<file path="src/rtl/flux_scheduler.sv">
// Round-robin flux scheduler: grants one flux at a time for an atomic burst of
// NUM_OP tokens and masks the FIFO empty/read handshakes to the granted flux.
module flux_scheduler #(
    parameter int PORTS     = 2,
    parameter int FLUX      = 2,
    parameter int NUM_OP    = 4,
    parameter int TAG_WIDTH = (FLUX > 1) ? $clog2(FLUX) : 1
) (
    input  logic                   ck,
    input  logic                   rst,
    input  logic                   enable,
    input  logic [PORTS*FLUX-1:0]  req_empty,
    input  logic [PORTS*FLUX-1:0]  act_read,
    output logic [PORTS*FLUX-1:0]  act_empty,
    output logic [PORTS*FLUX-1:0]  fifo_read,
    output logic [FLUX-1:0]        grant,
    output logic [TAG_WIDTH-1:0]   grant_tag,
    output logic                   busy,
    output logic                   burst_done,
    output logic                   protocol_err
);

    localparam int CNT_W = $clog2(NUM_OP + 1);
    localparam logic [CNT_W-1:0] CNT_LAST = CNT_W'(NUM_OP - 1);

    typedef enum logic [1:0] {
        S_IDLE  = 2'd0,
        S_ARM   = 2'd1,
        S_BURST = 2'd2
    } state_t;

    state_t               state_q, state_d;
    logic [FLUX-1:0]      grant_q, grant_d;
    logic [TAG_WIDTH-1:0] tag_q, tag_d;
    logic [TAG_WIDTH-1:0] last_tag_q, last_tag_d;
    logic [CNT_W-1:0]     cnt_q, cnt_d;
    logic                 busy_q;
    logic                 done_q, done_d;
    logic                 err_q, err_d;

    logic [FLUX-1:0]      avail, rd_all, rd_any;
    logic                 g_avail, g_rd_all, consumed, err_now;
    logic                 pick_found;
    logic [TAG_WIDTH-1:0] pick_idx;
    logic [FLUX-1:0]      pick_onehot;

    always_comb begin
        for (int j = 0; j < FLUX; j++) begin
            avail[j]  = ~|req_empty[j*PORTS +: PORTS];
            rd_all[j] = &act_read[j*PORTS +: PORTS];
            rd_any[j] = |act_read[j*PORTS +: PORTS];
        end
    end

    // Only the granted flux sees its real handshakes; everyone else looks empty/idle.
    always_comb begin
        act_empty = '1;
        fifo_read = '0;
        for (int j = 0; j < FLUX; j++) begin
            if (grant_q[j]) begin
                act_empty[j*PORTS +: PORTS] = req_empty[j*PORTS +: PORTS];
                fifo_read[j*PORTS +: PORTS] = act_read[j*PORTS +: PORTS];
            end
        end
    end

    assign g_avail  = |(grant_q & avail);
    assign g_rd_all = |(grant_q & rd_all);
    assign consumed = g_rd_all & g_avail;
    assign err_now  = |(~grant_q & rd_any) | |(grant_q & rd_any & ~rd_all);

    // Round-robin scan starting just after the last completed flux.
    always_comb begin : arb
        logic [TAG_WIDTH-1:0] idx;
        pick_found  = 1'b0;
        pick_idx    = '0;
        pick_onehot = '0;
        idx         = '0;
        for (int k = 1; k <= FLUX; k++) begin
            idx = TAG_WIDTH'((int'(last_tag_q) + k) % FLUX);
            if (!pick_found && avail[idx]) begin
                pick_found = 1'b1;
                pick_idx   = idx;
            end
        end
        pick_onehot[pick_idx] = 1'b1;
    end

    always_comb begin : next_state
        logic complete;
        state_d    = state_q;
        grant_d    = grant_q;
        tag_d      = tag_q;
        last_tag_d = last_tag_q;
        cnt_d      = cnt_q;
        done_d     = 1'b0;
        err_d      = err_q | err_now;
        complete   = 1'b0;

        case (state_q)
            S_IDLE: begin
                if (enable && pick_found) begin
                    state_d = S_ARM;
                    grant_d = pick_onehot;
                    tag_d   = pick_idx;
                    cnt_d   = '0;
                end
            end
            S_ARM: begin
                if (consumed) begin
                    if (NUM_OP == 1) begin
                        complete = 1'b1;
                    end else begin
                        cnt_d   = CNT_W'(1);
                        state_d = S_BURST;
                    end
                end else if (!g_avail) begin
                    state_d = S_IDLE;
                    grant_d = '0;
                end
            end
            S_BURST: begin
                // Grant is locked here regardless of emptiness, enable or other requests.
                if (consumed) begin
                    if (cnt_q == CNT_LAST) begin
                        complete = 1'b1;
                    end else begin
                        cnt_d = cnt_q + CNT_W'(1);
                    end
                end
            end
            default: begin
                state_d = S_IDLE;
                grant_d = '0;
            end
        endcase

        if (complete) begin
            state_d    = S_IDLE;
            last_tag_d = tag_q;
            cnt_d      = '0;
            grant_d    = '0;
            done_d     = 1'b1;
        end
    end

    always_ff @(posedge ck) begin
        if (rst) begin
            state_q    <= S_IDLE;
            grant_q    <= '0;
            tag_q      <= '0;
            last_tag_q <= TAG_WIDTH'(FLUX - 1);
            cnt_q      <= '0;
            busy_q     <= 1'b0;
            done_q     <= 1'b0;
            err_q      <= 1'b0;
        end else begin
            state_q    <= state_d;
            grant_q    <= grant_d;
            tag_q      <= tag_d;
            last_tag_q <= last_tag_d;
            cnt_q      <= cnt_d;
            busy_q     <= (state_d == S_BURST);
            done_q     <= done_d;
            err_q      <= err_d;
        end
    end

    assign grant        = grant_q;
    assign grant_tag    = tag_q;
    assign busy         = busy_q;
    assign burst_done   = done_q;
    assign protocol_err = err_q;

endmodule

</file>
<file path="config.mk">
export PLATFORM = sky130hd
export DESIGN_NAME = flux_scheduler
export DESIGN_NICKNAME = d
export VERILOG_FILES = /design/src/rtl/flux_scheduler.sv
export SDC_FILE = /design/constraint.sdc
export NUM_CORES = 1
export LEC_CHECK = 0
export ABC_AREA = 1
export CORE_MARGIN = 10
export CORE_UTILIZATION = 28
export DETAILED_ROUTE_END_ITERATION = 10
export DONT_BUFFER_PORTS = 1
export HOLD_SLACK_MARGIN = 0.05
export PLACE_DENSITY = 0.5
export SYNTH_ARGS = -nofsm -noshare
export SYNTH_HDL_FRONTEND = slang
export SYNTH_SLANG_ARGS = --single-unit
</file>
<file path="constraint.sdc">
create_clock -name ck -period 1.88 [get_ports ck]
set_clock_uncertainty 0.05 [all_clocks]
set_input_delay 0.188 -clock ck [delete_from_list [all_inputs] [get_ports ck]]
set_output_delay 0.188 -clock ck [all_outputs]
set_load 0.01 [all_outputs]
</file>
==> results.md <==
| Quantity | This run | Unit |
|---|---|---|
| Top post-synthesis cells by count | 34 x sky130_fd_sc_hd__nand2_1, 21 x sky130_fd_sc_hd__inv_1, 19 x sky130_fd_sc_hd__nor2_1 | - |
| Count of synthesis-stage warnings from yosys | 0 | - |
| Fraction of synthesis flops using an asynchronous set or reset pin | 0 | % |
| CTS clk-pin slew, worst paths | 0.08 | ns |
| Longest Clk Path Bufs | 2 | - |
| Core area | 2781 | sq um |
| # IOs | 25 | - |
| DRC | 0 | - |
| Detailed Route Iter0 Violations | 22 | - |
| CP Max Fanout | 6 | - |
| FILL cells | 296 | - |
| Req. time, crit path | 2.01 | ns |
| Post-Synthesis Mean Instance Area | 6.663 | sq um |
| Clock tree from TritonCTS | yes | - |
| Skew-Pair Late Insertion Delay | 0.28 | ns |
| Drt wl/cell | 11.86 | um |
| Worst Hold Slack | 0.1080 | ns |
| Effective utilization at floorplan | 29.46 | % |
| # resized after CTS | 0 | - |
| Via density per instance | 4.569 | - |
| Slew @ Worst Pin | 0.3470 | ns |
| Gp weighted congestion | 0.7976 | - |
| Critical Path Most Common Cell | sky130_fd_sc_hd__nand2_1 | - |
| Number of port buffers | 0 | - |
| Distinct cells, synth | 20 | - |
| Number of clock buffers inserted by TritonCTS | 3 | - |
| Post-CTS Repair Setup Buffers | 0 | - |
| Ratio of cells with drive above 1 in the final layout | 13.95 | % |
| Ranking of synthesized cells by area | sky130_fd_sc_hd__dfxtp_1 29%, sky130_fd_sc_hd__nand2_1 16%, sky130_fd_sc_hd__inv_1 9.6% | - |
| Max-cap violations | 0 | - |
| Final nets | 147 | - |
| Placement row count | 19 | - |
| Count of nets left with antenna violations after detail routing | 0 | - |
| Power density relative to cell area | 669.7 | nW/um^2 |
| Register area share after synthesis | 29.31 | % |
| Largest net degree at the start of global routing | 9 | - |
| CTS Root Buffer Type | sky130_fd_sc_hd__clkbuf_4 | - |
| Antenna violations before repair | 0 | - |
| Critical Path Slowest Stage Cell | sky130_fd_sc_hd__dfxtp_1 | - |
| First-pass GRT wire length | 3.229 | mm |
| Portion of synthesized cell area occupied by the leading cell type | 29.31 | % |
| Endpoint kind of the worst setup timing path | flip-flop | - |
| Total global routing track utilization | 7.295 | % |
| Vert. Die Dim | 74.10 | um |
| WL final | 1.897 | mm |
| Peak clock frequency supported by timing | 683.3 | MHz |
| Total vias in the final route | 731 | - |
| Stage delay of the slowest cell on the critical path | 0.39 | ns |
| Ratio of final minimum period to clock period | 77.85 | % |
| Growth of design area from synthesis to finish | 11.30 | % |
| DIE WIDTH | 74.10 | um |
| Fin Setup TNS | 0 | ns |
| Multi-input combinational cell area | 496.7 | sq um |
| Critical setup path kind | reg -> reg | - |
| Final HPWL DP | 1.570 | mm |
| Number of synthesized register bits | 12 | - |
| Post-synth EDFFs | 0 | - |
| Cell leakage power | 0.5006 | nW |
| Vias in the first global route | 719 | - |
| Cells traversed along the worst timing path | inv_1 > ha_1 > nand2_1 > nand2_1 > a21oi_1 > nand3_1 > nand2_1 > nor2_1 | - |
| Run status | finished, final reports clean | - |
| Full die area | 5491 | sq um |
| Min Tclk post-route | 1.464 | ns |
| Setup crit start kind | flip-flop | - |
| Final hold violation count | 0 | - |
| Remaining global-route overflow | 0 | - |
| Most frequently used cell type in the post-synthesis netlist | sky130_fd_sc_hd__nand2_1 | - |
| Number of standard cells after synthesis | 123 | - |
| First drt pass iteration count | 4 | - |
| H-tree depth reported by CTS | 1 | - |
| CTS hold repair buffers | 1 | - |
| Post-synth net total | 140 | - |
| Total setup violations reported at the end of the flow | 0 | - |
| RSZ-0062 raised after global routing | false | - |
| Arr. time, crit path | 1.60 | ns |
| Clock Sink Count | 12 | - |
| Number of slew-limit violations in the final report | 0 | - |
| Antenna fix cells | 0 | - |
| Path category of the worst min-delay check | in -> reg | - |
| Most used flip-flop cell after synthesis | sky130_fd_sc_hd__dfxtp_1 | - |
| Mapped cell area | 819.5 | sq um |
| Relative slew slack | 76.83 | % |
| Leading area contributor after synthesis | sky130_fd_sc_hd__dfxtp_1 | - |
| Maximum ir drop on the vdd rail | 0.0003492 | V |
| FF+latch area | 240.2 | sq um |
==> kinds of logic (layout without fill, tap and decap cells) <==
kind of cell,count (synthesis),count (layout),share of synthesized area (%)
simple gates,74,74,45.04
flops,12,12,29.31
compound gates,9,9,6.411
buf+inv,22,28,10.08
fa+ha+maj,6,6,9.160
==> stage by stage <==
step	utilization, %	worst slack (ns)	total power, W	instances	area, sq um
6_report	32.79	0.4165	0.0006108	160	912.1
4_1_cts	32.79	0.4194	0.0006225	160	912.1
3_3_place_gp	31.13	0.4655	0.0004029	155	865.8
5_1_grt	32.79	0.2424	0.0006547	160	912.1
2_1_floorplan	-	0.5602	0.0003811	123	819.5
3_5_place_dp	31.13	0.4243	0.0004045	155	865.8
==> worst paths after layout <==
check / start / to / slack [ns] / depth (start not counted)
max reg2reg: state_q[0] / cnt_q[0] / 0.42 / 8
max: state_q[0] / cnt_q[0] / 0.42 / 8
min reg2reg: cnt_q[2] / cnt_q[2] / 0.44 / 2
min: act_read[2] / protocol_err / 0.11 / 4
==> layout make-up <==
cell class	instances	share of cell area (%)
Inverter	22	9.053
Sequential cell	12	26.34
Timing Repair Buffer	2	1.920
Tap cell	31	4.252
Multi-Input combinational cell	89	54.46
Clock buffer	4	3.978
==> critical path, delay by kind of cell, from the launching register on <==
kind,cells,cell delay [ns]
and+or+nand+nor,5,0.37
AOI/OAI and AO/OA,1,0.19
buffers and inverters,1,0.09
DFF,1,0.39
adders and majority gates,1,0.27
==> routing by layer <==
layer,GRT usage [%],wire (um),vias to the layer above
met1,8.283,800,306
met3,3.590,260,4
met4,3.106,27,0
met5,0,0,-
met2,11.36,807,30
li1,-,-,391
==> flip-flops by register name, summed over array words and instances (netlist names) <==
register / count
grant_tag: 1
grant: 2
burst_done: 1
protocol_err: 1
state_q: 2
busy: 1
last_tag_q: 1
cnt_q: 3
==> report_power, final <==
part	total (W)	switching, W	leakage, nW	internal (W)
clock	0.000211	0.0000934	0.0210	0.000118
combinational	0.000114	0.0000733	0.382	0.0000411
sequential	0.000285	0.0000171	0.0981	0.000268
total	0.000611	0.000184	0.501	0.000427
==> cell usage in the layout, fill, tap and decap left out <==
cell type                       Yosys  layout
sky130_fd_sc_hd__ha_1               6       6
sky130_fd_sc_hd__or2_2              1       1
sky130_fd_sc_hd__nor3_2             1       1
sky130_fd_sc_hd__nor2_4             1       1
sky130_fd_sc_hd__clkbuf_4           0       3
sky130_fd_sc_hd__nand3_1            8       8
sky130_fd_sc_hd__clkbuf_8           0       1
sky130_fd_sc_hd__inv_1             21      21
sky130_fd_sc_hd__o21ai_1            1       1
sky130_fd_sc_hd__nor2_1            19      19
sky130_fd_sc_hd__inv_2              1       1
sky130_fd_sc_hd__o21ai_0            3       3
sky130_fd_sc_hd__nand2_1           34      34
sky130_fd_sc_hd__nor3_1             1       1
sky130_fd_sc_hd__nand3b_4           1       1
sky130_fd_sc_hd__nand4_1            2       2
sky130_fd_sc_hd__nand3_2            2       2
sky130_fd_sc_hd__nand2_4            4       4
sky130_fd_sc_hd__a21oi_2            1       1
sky130_fd_sc_hd__dfxtp_1           12      12
sky130_fd_sc_hd__a21oi_1            3       3
sky130_fd_sc_hd__buf_4              0       1
sky130_fd_sc_hd__dlygate4sd3_1      0       1
sky130_fd_sc_hd__o21ai_2            1       1
Note: power is estimated with default switching activity, not from simulation.
